==> config.mk <==
export PLATFORM = sky130hd
export DESIGN_NAME = aes_spi_slave_link
export DESIGN_NICKNAME = d
export VERILOG_FILES = /design/src/rtl/aes_spi_slave_link.sv
export SDC_FILE = /design/constraint.sdc
export NUM_CORES = 1
export LEC_CHECK = 0
export CELL_PAD_IN_SITES_DETAIL_PLACEMENT = 1
export CELL_PAD_IN_SITES_GLOBAL_PLACEMENT = 1
export CORE_ASPECT_RATIO = 0.8
export CORE_MARGIN = 4
export CORE_UTILIZATION = 30
export CTS_BUF_LIST = sky130_fd_sc_hd__clkbuf_8
export DETAILED_ROUTE_END_ITERATION = 10
export GPL_TIMING_DRIVEN = 0
export PLACE_DENSITY = 0.69
export SYNTH_ARGS = -nofsm -noshare
export SYNTH_HDL_FRONTEND = slang
export SYNTH_SLANG_ARGS = --single-unit
==> constraint.sdc <==
create_clock -name clk -period 24.3 [get_ports clk]
set_input_delay 4.86 -clock clk [delete_from_list [all_inputs] [get_ports clk]]
set_output_delay 4.86 -clock clk [all_outputs]
set_load 0.01 [all_outputs]
==> src/rtl/aes_spi_slave_link.sv <==
// aes_spi_slave_link: SPI slave front end for the AES core.
// Receives a 128-bit message and a size-dependent key LSB-first, hands the
// frame to the core with a one-cycle start pulse, then shifts the 128-bit
// result back out on miso. All serial inputs are synchronised into clk.
module aes_spi_slave_link (
    input  logic         clk,
    input  logic         reset,
    input  logic         sclk,
    input  logic         cs,
    input  logic         mosi,
    input  logic         mode,
    input  logic [1:0]   size,
    output logic         miso,
    output logic         core_start,
    output logic [127:0] core_msg,
    output logic [255:0] core_key,
    output logic [1:0]   core_size,
    output logic         core_mode,
    input  logic         res_valid,
    input  logic [127:0] res_data,
    output logic         busy,
    output logic         frame_err
);

    typedef enum logic [2:0] {
        IDLE,
        RX_MSG,
        RX_KEY,
        WAIT_CORE,
        TX,
        DONE
    } state_t;

    state_t         state;
    state_t         state_next;

    logic [2:0]     sclk_sync;
    logic [2:0]     cs_sync;
    logic [1:0]     mosi_sync;

    logic           sclk_rise;
    logic           sclk_fall;
    logic           cs_high;
    logic           cs_fall;
    logic           mosi_bit;

    logic [8:0]     cnt;
    logic [1:0]     key_size;
    logic [8:0]     key_len;
    logic [7:0]     key_base;
    logic [7:0]     key_idx;
    logic [127:0]   tx_shift;

    logic           abort;
    logic           msg_last;
    logic           key_last;
    logic           tx_last;

    // Two-stage synchronisers plus one history stage for edge detection.
    always_ff @(posedge clk or posedge reset) begin
        if (reset) begin
            sclk_sync <= 3'b000;
            cs_sync   <= 3'b111;
            mosi_sync <= 2'b00;
        end else begin
            // NOTE: sequential state uses <= so every flop samples pre-edge values.
            sclk_sync <= {sclk_sync[1:0], sclk};
            cs_sync   <= {cs_sync[1:0], cs};
            mosi_sync <= {mosi_sync[0], mosi};
        end
    end

    assign sclk_rise = sclk_sync[1] & ~sclk_sync[2];
    assign sclk_fall = ~sclk_sync[1] & sclk_sync[2];
    assign cs_high   = cs_sync[1];
    assign cs_fall   = ~cs_sync[1] & cs_sync[2];
    assign mosi_bit  = mosi_sync[1];

    assign busy      = (state != IDLE);
    assign abort     = (state != IDLE) && cs_high;
    assign msg_last  = (state == RX_MSG) && sclk_rise && (cnt == 9'd127);
    assign key_last  = (state == RX_KEY) && sclk_rise && (cnt == key_len - 9'd1);
    assign tx_last   = (state == TX) && sclk_fall && (cnt == 9'd127);
    assign key_idx   = key_base + cnt[7:0];

    // Key geometry: keys are left-justified, so shorter keys start higher.
    always_comb begin
        // NOTE: every always_comb output gets a default first so no latch is inferred.
        key_len  = 9'd256;
        key_base = 8'd0;
        case (key_size)
            2'b00: begin
                key_len  = 9'd128;
                key_base = 8'd128;
            end
            2'b01: begin
                key_len  = 9'd192;
                key_base = 8'd64;
            end
            default: begin
                key_len  = 9'd256;
                key_base = 8'd0;
            end
        endcase
    end

    // State register.
    always_ff @(posedge clk or posedge reset) begin
        if (reset) begin
            state <= IDLE;
        end else begin
            state <= state_next;
        end
    end

    // Next-state logic; a cs rise outside IDLE always wins over any edge.
    always_comb begin
        state_next = state;
        if (abort) begin
            state_next = IDLE;
        end else begin
            case (state)
                IDLE:      if (cs_fall)   state_next = RX_MSG;
                RX_MSG:    if (msg_last)  state_next = (size == 2'b11) ? DONE : RX_KEY;
                RX_KEY:    if (key_last)  state_next = WAIT_CORE;
                WAIT_CORE: if (res_valid) state_next = TX;
                TX:        if (tx_last)   state_next = DONE;
                DONE:                     state_next = DONE;
                default:                  state_next = IDLE;
            endcase
        end
    end

    // Datapath: bit capture, frame hand-off and result shifting.
    always_ff @(posedge clk or posedge reset) begin
        if (reset) begin
            // NOTE: the frame registers are reset because they drive ports whose reset value is defined.
            core_msg   <= '0;
            core_key   <= '0;
            core_size  <= 2'b00;
            core_mode  <= 1'b0;
            core_start <= 1'b0;
            miso       <= 1'b0;
            frame_err  <= 1'b0;
            cnt        <= '0;
            key_size   <= 2'b00;
            tx_shift   <= '0;
        end else begin
            core_start <= 1'b0;
            if (abort) begin
                miso <= 1'b0;
                cnt  <= '0;
            end else begin
                case (state)
                    IDLE: begin
                        if (cs_fall) begin
                            cnt       <= '0;
                            frame_err <= 1'b0;
                        end
                    end
                    RX_MSG: begin
                        if (sclk_rise) begin
                            core_msg[cnt[6:0]] <= mosi_bit;
                            if (msg_last) begin
                                cnt      <= '0;
                                key_size <= size;
                                core_key <= '0;
                                if (size == 2'b11) begin
                                    frame_err <= 1'b1;
                                end
                            end else begin
                                cnt <= cnt + 9'd1;
                            end
                        end
                    end
                    RX_KEY: begin
                        if (sclk_rise) begin
                            core_key[key_idx] <= mosi_bit;
                            if (key_last) begin
                                core_start <= 1'b1;
                                core_mode  <= mode;
                                core_size  <= key_size;
                                cnt        <= '0;
                            end else begin
                                cnt <= cnt + 9'd1;
                            end
                        end
                    end
                    WAIT_CORE: begin
                        if (res_valid) begin
                            tx_shift <= res_data;
                            miso     <= res_data[0];
                            cnt      <= '0;
                        end
                    end
                    TX: begin
                        if (sclk_fall) begin
                            if (tx_last) begin
                                miso <= 1'b0;
                                cnt  <= '0;
                            end else begin
                                tx_shift <= tx_shift >> 1;
                                miso     <= tx_shift[1];
                                cnt      <= cnt + 9'd1;
                            end
                        end
                    end
                    default: begin
                    end
                endcase
            end
        end
    end

endmodule

Yosys cells after proc, flatten, opt, wreduce, memory -nomap -nowiden. Index checks and enable logic that the tools add are counted.

Add/sub/neg operators: 3. Reduce and logical (&&, ||, !) cells: 26. Equality and inequality tests: 25. $lt $le $gt $ge: 4. Bitwise gates (word level): 7. Muxes and demuxes: 48.

Operators by type and width (count): two-way mux 256 bit (3); case mux 256 bit (2 select lines) (1); two-way mux 128 bit (3); bitwise mux 256 bit (1); case mux 128 bit (2 select lines) (1); bitwise mux 128 bit (1); two-way mux 9 bit (9); case mux 9 bit (5 select lines) (1); inequality test 3 bit, second input constant (8); two-way mux 3 bit (7); case mux 3 bit (6 select lines) (1); case mux 9 bit (2 select lines) (1); case mux 8 bit (2 select lines) (1); AND reduction 5 bit (3); two-way mux 1 bit (14); inequality test 2 bit, second input constant (7); AND reduction 6 bit (2); adder 9 x 1 -> 9 bit, second input constant (1); == test 9 x 7 -> 1 bit, second input constant (1); == test 9 bit (1); logical AND 1 bit (9); < comparator 8 x 9 -> 1 bit, second input constant (1); subtractor 9 x 1 -> 9 bit, second input constant (1); adder 8 bit (1); 21 further kinds (34).

Logic and storage cells: 127. Output and inout bits: 391. Flip-flop bits (word level): 540. Bits of input ports: 137.

Longest topological paths before layout.
Word-level depth: 10. Mapped depth: 10. Depth with buffers taken out: 8.

Worst setup path before layout. Ideal clock, no wire load.

Path type: input port to flip-flop. Start point: input res_valid. End point: register cnt[5]. Data arrival time: 5.856 ns. Library setup time: 0.136 ns. Data required time: 24.164 ns. Path buffers: 0. Stages on the path: 6. Path slack: 18.308 ns. Path through: and3b_1 a21oi_1 a221o_1 nand2_1 a22oi_1 o41ai_2.

Word-level cells in the longest chain between the ends: 2.

RTL lines: start: declaration (RTL line 19) `input logic res_valid,`; inequality test 3 bit (no source line); AND reduction 6 bit (no source line); end signal: assignment (RTL line 172) `cnt <= cnt + 9'd1;`; end signal: assignment (RTL line 185) `cnt <= cnt + 9'd1;`; end signal: assignment (RTL line 204) `cnt <= cnt + 9'd1;`; end: declaration (RTL line 47) `logic [8:0] cnt;`.

Every way passes these cells. A chain may end at the register's enable or synchronous reset.

Worst setup path after layout.
Start point: register state[1]. End point: output busy.

Word-level cells in the longest chain between the ends: 1.

RTL lines: start: declaration (RTL line 34) `state_t state;`; start signal: assignment (RTL line 112) `state <= state_next;`; nonzero test 3 bit (RTL line 79) `assign busy = (state != IDLE);`; end: declaration (RTL line 21) `output logic busy,`.

Every way passes these cells.

==> results.md <==
- Critical path class: reg2out
- Busiest grt layer: met2
- WP data arrival: 2.40 ns
- Count of input and output buffers: 527
- Via density per instance: approximately 5.2
- Residual DRC: 0
- Cts hold-fix bufs: 0
- Die width: 327 um
- Final Setup Violations: 0
- FILL cells: approximately 9,400
- Slew margin rel.: 6.27%
- Initial antenna violation count: 5
- ANT nets after route: 0
- Crit path time final: 7.26 ns
- Vias in the first global route: 24,300
- Largest net degree at the start of global routing: roughly 120
- Die H: 263 um
- Main flop type after synthesis: dfrtp_1
- Global-route wire length before repair: roughly 160 mm
- DR iter-0 viols: 1,595
- Final Hold Viols: 0
- Max-cap violations: 0
- GR Util All Layers: 24.5%
- Sequential element share of the synthesized area: between 50% and 60%
- Row Count: 93
- CTS tree: yes
- CP max FO: 10
- Required @ worst endpoint: about 19 ns
- Mean area per synthesized cell: around 9.2 um2
- Layout cell share with drive strength beyond 1: 6.56%
- Max rail drop VDD: 0.0000337 V
- Drt first pass iters: 6
- Worst-margin pin slew: approximately 1.4 ns
- Net Count, Synth: between 2,000 and 3,000
- Distinct cells, synth: 60
- Synthesized cell area: 0.0244 mm2
- Top cells by area, synth: dfrtp_1 55%, o21ai_1 8.2%, nand2_1 6.8%
- Clock Latency Late Sink: 0.73 ns
- Met3 usage: 7.85%
- Sink Count: 539
- DR vias: 23,300
- Clock transition at path regs: approximately 0.06 ns
- Inserted Clock Buffers: 95
- Bufs on Longest Clock Path: 3
- CP endpoint kind: output port
- Yosys top cell area share: around 55%
- Synthesized flop and latch total: 539
- CTS Root Cell: clkbuf_8
- H-tree depth: 3
- Grt ovf: 0
- Post-synth EDFFs: 0
- Hold WS: around 0.34 ns
- Worst R2R Setup Slack: a little over 20 ns
- Met1 usage: 32.0%
- LEAKAGE: 0.0140 uW
- DR WL/cell: 24.4 um
- Routed WL: about 110 mm
- Run status: finished, final reports clean
- I/O pin cnt: 528
- Final Max Tran Viols: 0
- RSZ-0062 raised after global routing: no
- Final std cells w/o fill: 4,449
- # resized after CTS: 0
- Final worst-path cycle share: 29.9%
- Placer Congestion: 0.852
- Final net count: 3,430
- Crit start category: flip-flop
- Initial Utilization: 30.3%
- Layout area overhead: 35.5%
- Synth Instances: 2,659
- Async S/R FF share, synth: 100%
- Max Clk Rate: 0.138 GHz
- PwrDens: 64.7 mW/mm2
- Die area: about 0.086 mm2
- YS warnings: 0
- Cell taking the most area after synthesis: dfrtp_1
- Core Footprint: slightly above 0.08 mm2
- Placed cell count: 4,283
- Post-DP HPWL: about 80 mm
- Met2 usage: roughly two fifths
- Hold Crit Class: reg2reg
- Clock skew: 0.0540 ns
- Post-CTS Setup Bufs: 0
## logic make-up (layout without fill, tap and decap cells)
logic type | after synthesis | in the layout | synth area share, %
AOI/OAI and AO/OA | 946 | 946 | 20.7
adders and majority gates | 5 | 5 | 0.257
buffers and inverters | 229 | 926 | 3.88
DFF | 539 | 539 | 55.3
other | 0 | 1 | 0
and+or+nand+nor | 805 | 805 | 13.5
muxes | 133 | 133 | 6.14
xor gates and xnor gates | 2 | 2 | 0.190
## per-stage QoR
| step | instance area (um2) | utilization, % | setup TNS [ns] | total power [uW] | setup slack [ns] |
|---|---|---|---|---|---|
| 2_1_floorplan | 24400 | - | 0 | 1180 | 4.38 |
| 3_3_place_gp | 31000 | 38.5 | -1736.11 | 1290 | -3.35 |
| 3_5_place_dp | 31200 | 38.7 | 0 | 1300 | 17.02 |
| 4_1_cts | 33000 | 41.0 | 0 | 2160 | 16.99 |
| 5_1_grt | 33000 | 41.0 | 0 | 2240 | 16.92 |
| 6_report | 33000 | 41.0 | 0 | 2140 | 17.04 |
## sequential cells by signal, summed over array words and instances (netlist names)
signal	flops
state	3
sclk_sync	3
core_key	256
cnt	9
core_mode	1
core_msg	128
core_size	2
miso	1
cs_sync	3
tx_shift	127
key_size	2
mosi_sync	2
frame_err	1
core_start	1
## worst max-delay path, stage by stage (launching register included)
cell,delay (ns)
dfrtp_1,0.46
clkbuf_1,0.25
or3_1,0.44
clkdlybuf4s50_1,0.56
## Yosys cell counts (all sizes together) (4+ instances only)
library cell    n
nand3          21
clkbuf        149
nor2b           9
nand2         445
and3            4
inv            11
buf            69
nand2b         11
ha              5
o22ai           4
nand4           4
o21ai         518
nor2          272
dfrtp         536
nor3           15
a21oi         273
and2           14
a31oi         128
mux2          133
## cell type report
type,count,area (um2),share of cell area (%)
Antenna cell,1,2.50,0.00757
Buffer,218,906,2.74
Clock buffer,117,1610,4.87
Clock inverter,48,256,0.776
Inverter,11,48.8,0.148
Multi-Input combinational cell,1891,9950,30.1
Sequential cell,539,13500,40.8
Tap cell,1092,1370,4.14
Timing Repair Buffer,532,5410,16.4
## cell usage in the layout (no fill, tap or decap), types with 8 or more instances in the layout
master | netlist | final
dfrtp_1 | 536 | 536
clkdlybuf4s50_1 | 0 | 527
nand2_1 | 444 | 444
o21ai_1 | 398 | 398
nor2_1 | 271 | 271
a21oi_1 | 271 | 271
clkbuf_1 | 149 | 149
mux2_1 | 131 | 131
a31oi_1 | 128 | 128
o21ai_0 | 120 | 120
clkbuf_8 | 0 | 117
buf_2 | 55 | 55
inv_1 | 9 | 43
nand3_1 | 20 | 20
and2_1 | 13 | 13
nor3_1 | 11 | 11
nand2b_1 | 11 | 11
nor2b_1 | 9 | 9
buf_1 | 9 | 9
clkinv_2 | 0 | 8
## path summary, 6_finish.rpt
| kind | start | end | depth (start not counted) |
|---|---|---|---|
| max | state[1] | busy | 3 |
| min | sclk_sync[0] | sclk_sync[1] | 0 |
| max reg2reg | cnt[1] | core_key[203] | 10 |
| min reg2reg | sclk_sync[0] | sclk_sync[1] | 0 |
| max in group asynchronous | reset | tx_shift[93] | 5 |
| min in group asynchronous | reset | core_msg[120] | 2 |
## where the power goes
part           leakage (uW)  internal [uW]  switching, uW
sequential          0.00693            956           34.3
combinational       0.00598            107            188
clock               0.00110            452            402
## routing by layer
metal	part of all wire, %	vias to the layer above
met5	0.037	-
met4	4.0	6
met3	8.3	212
met2	45	783
met1	43	11800
li1	-	10500
Power figures use the tool's default switching activity.
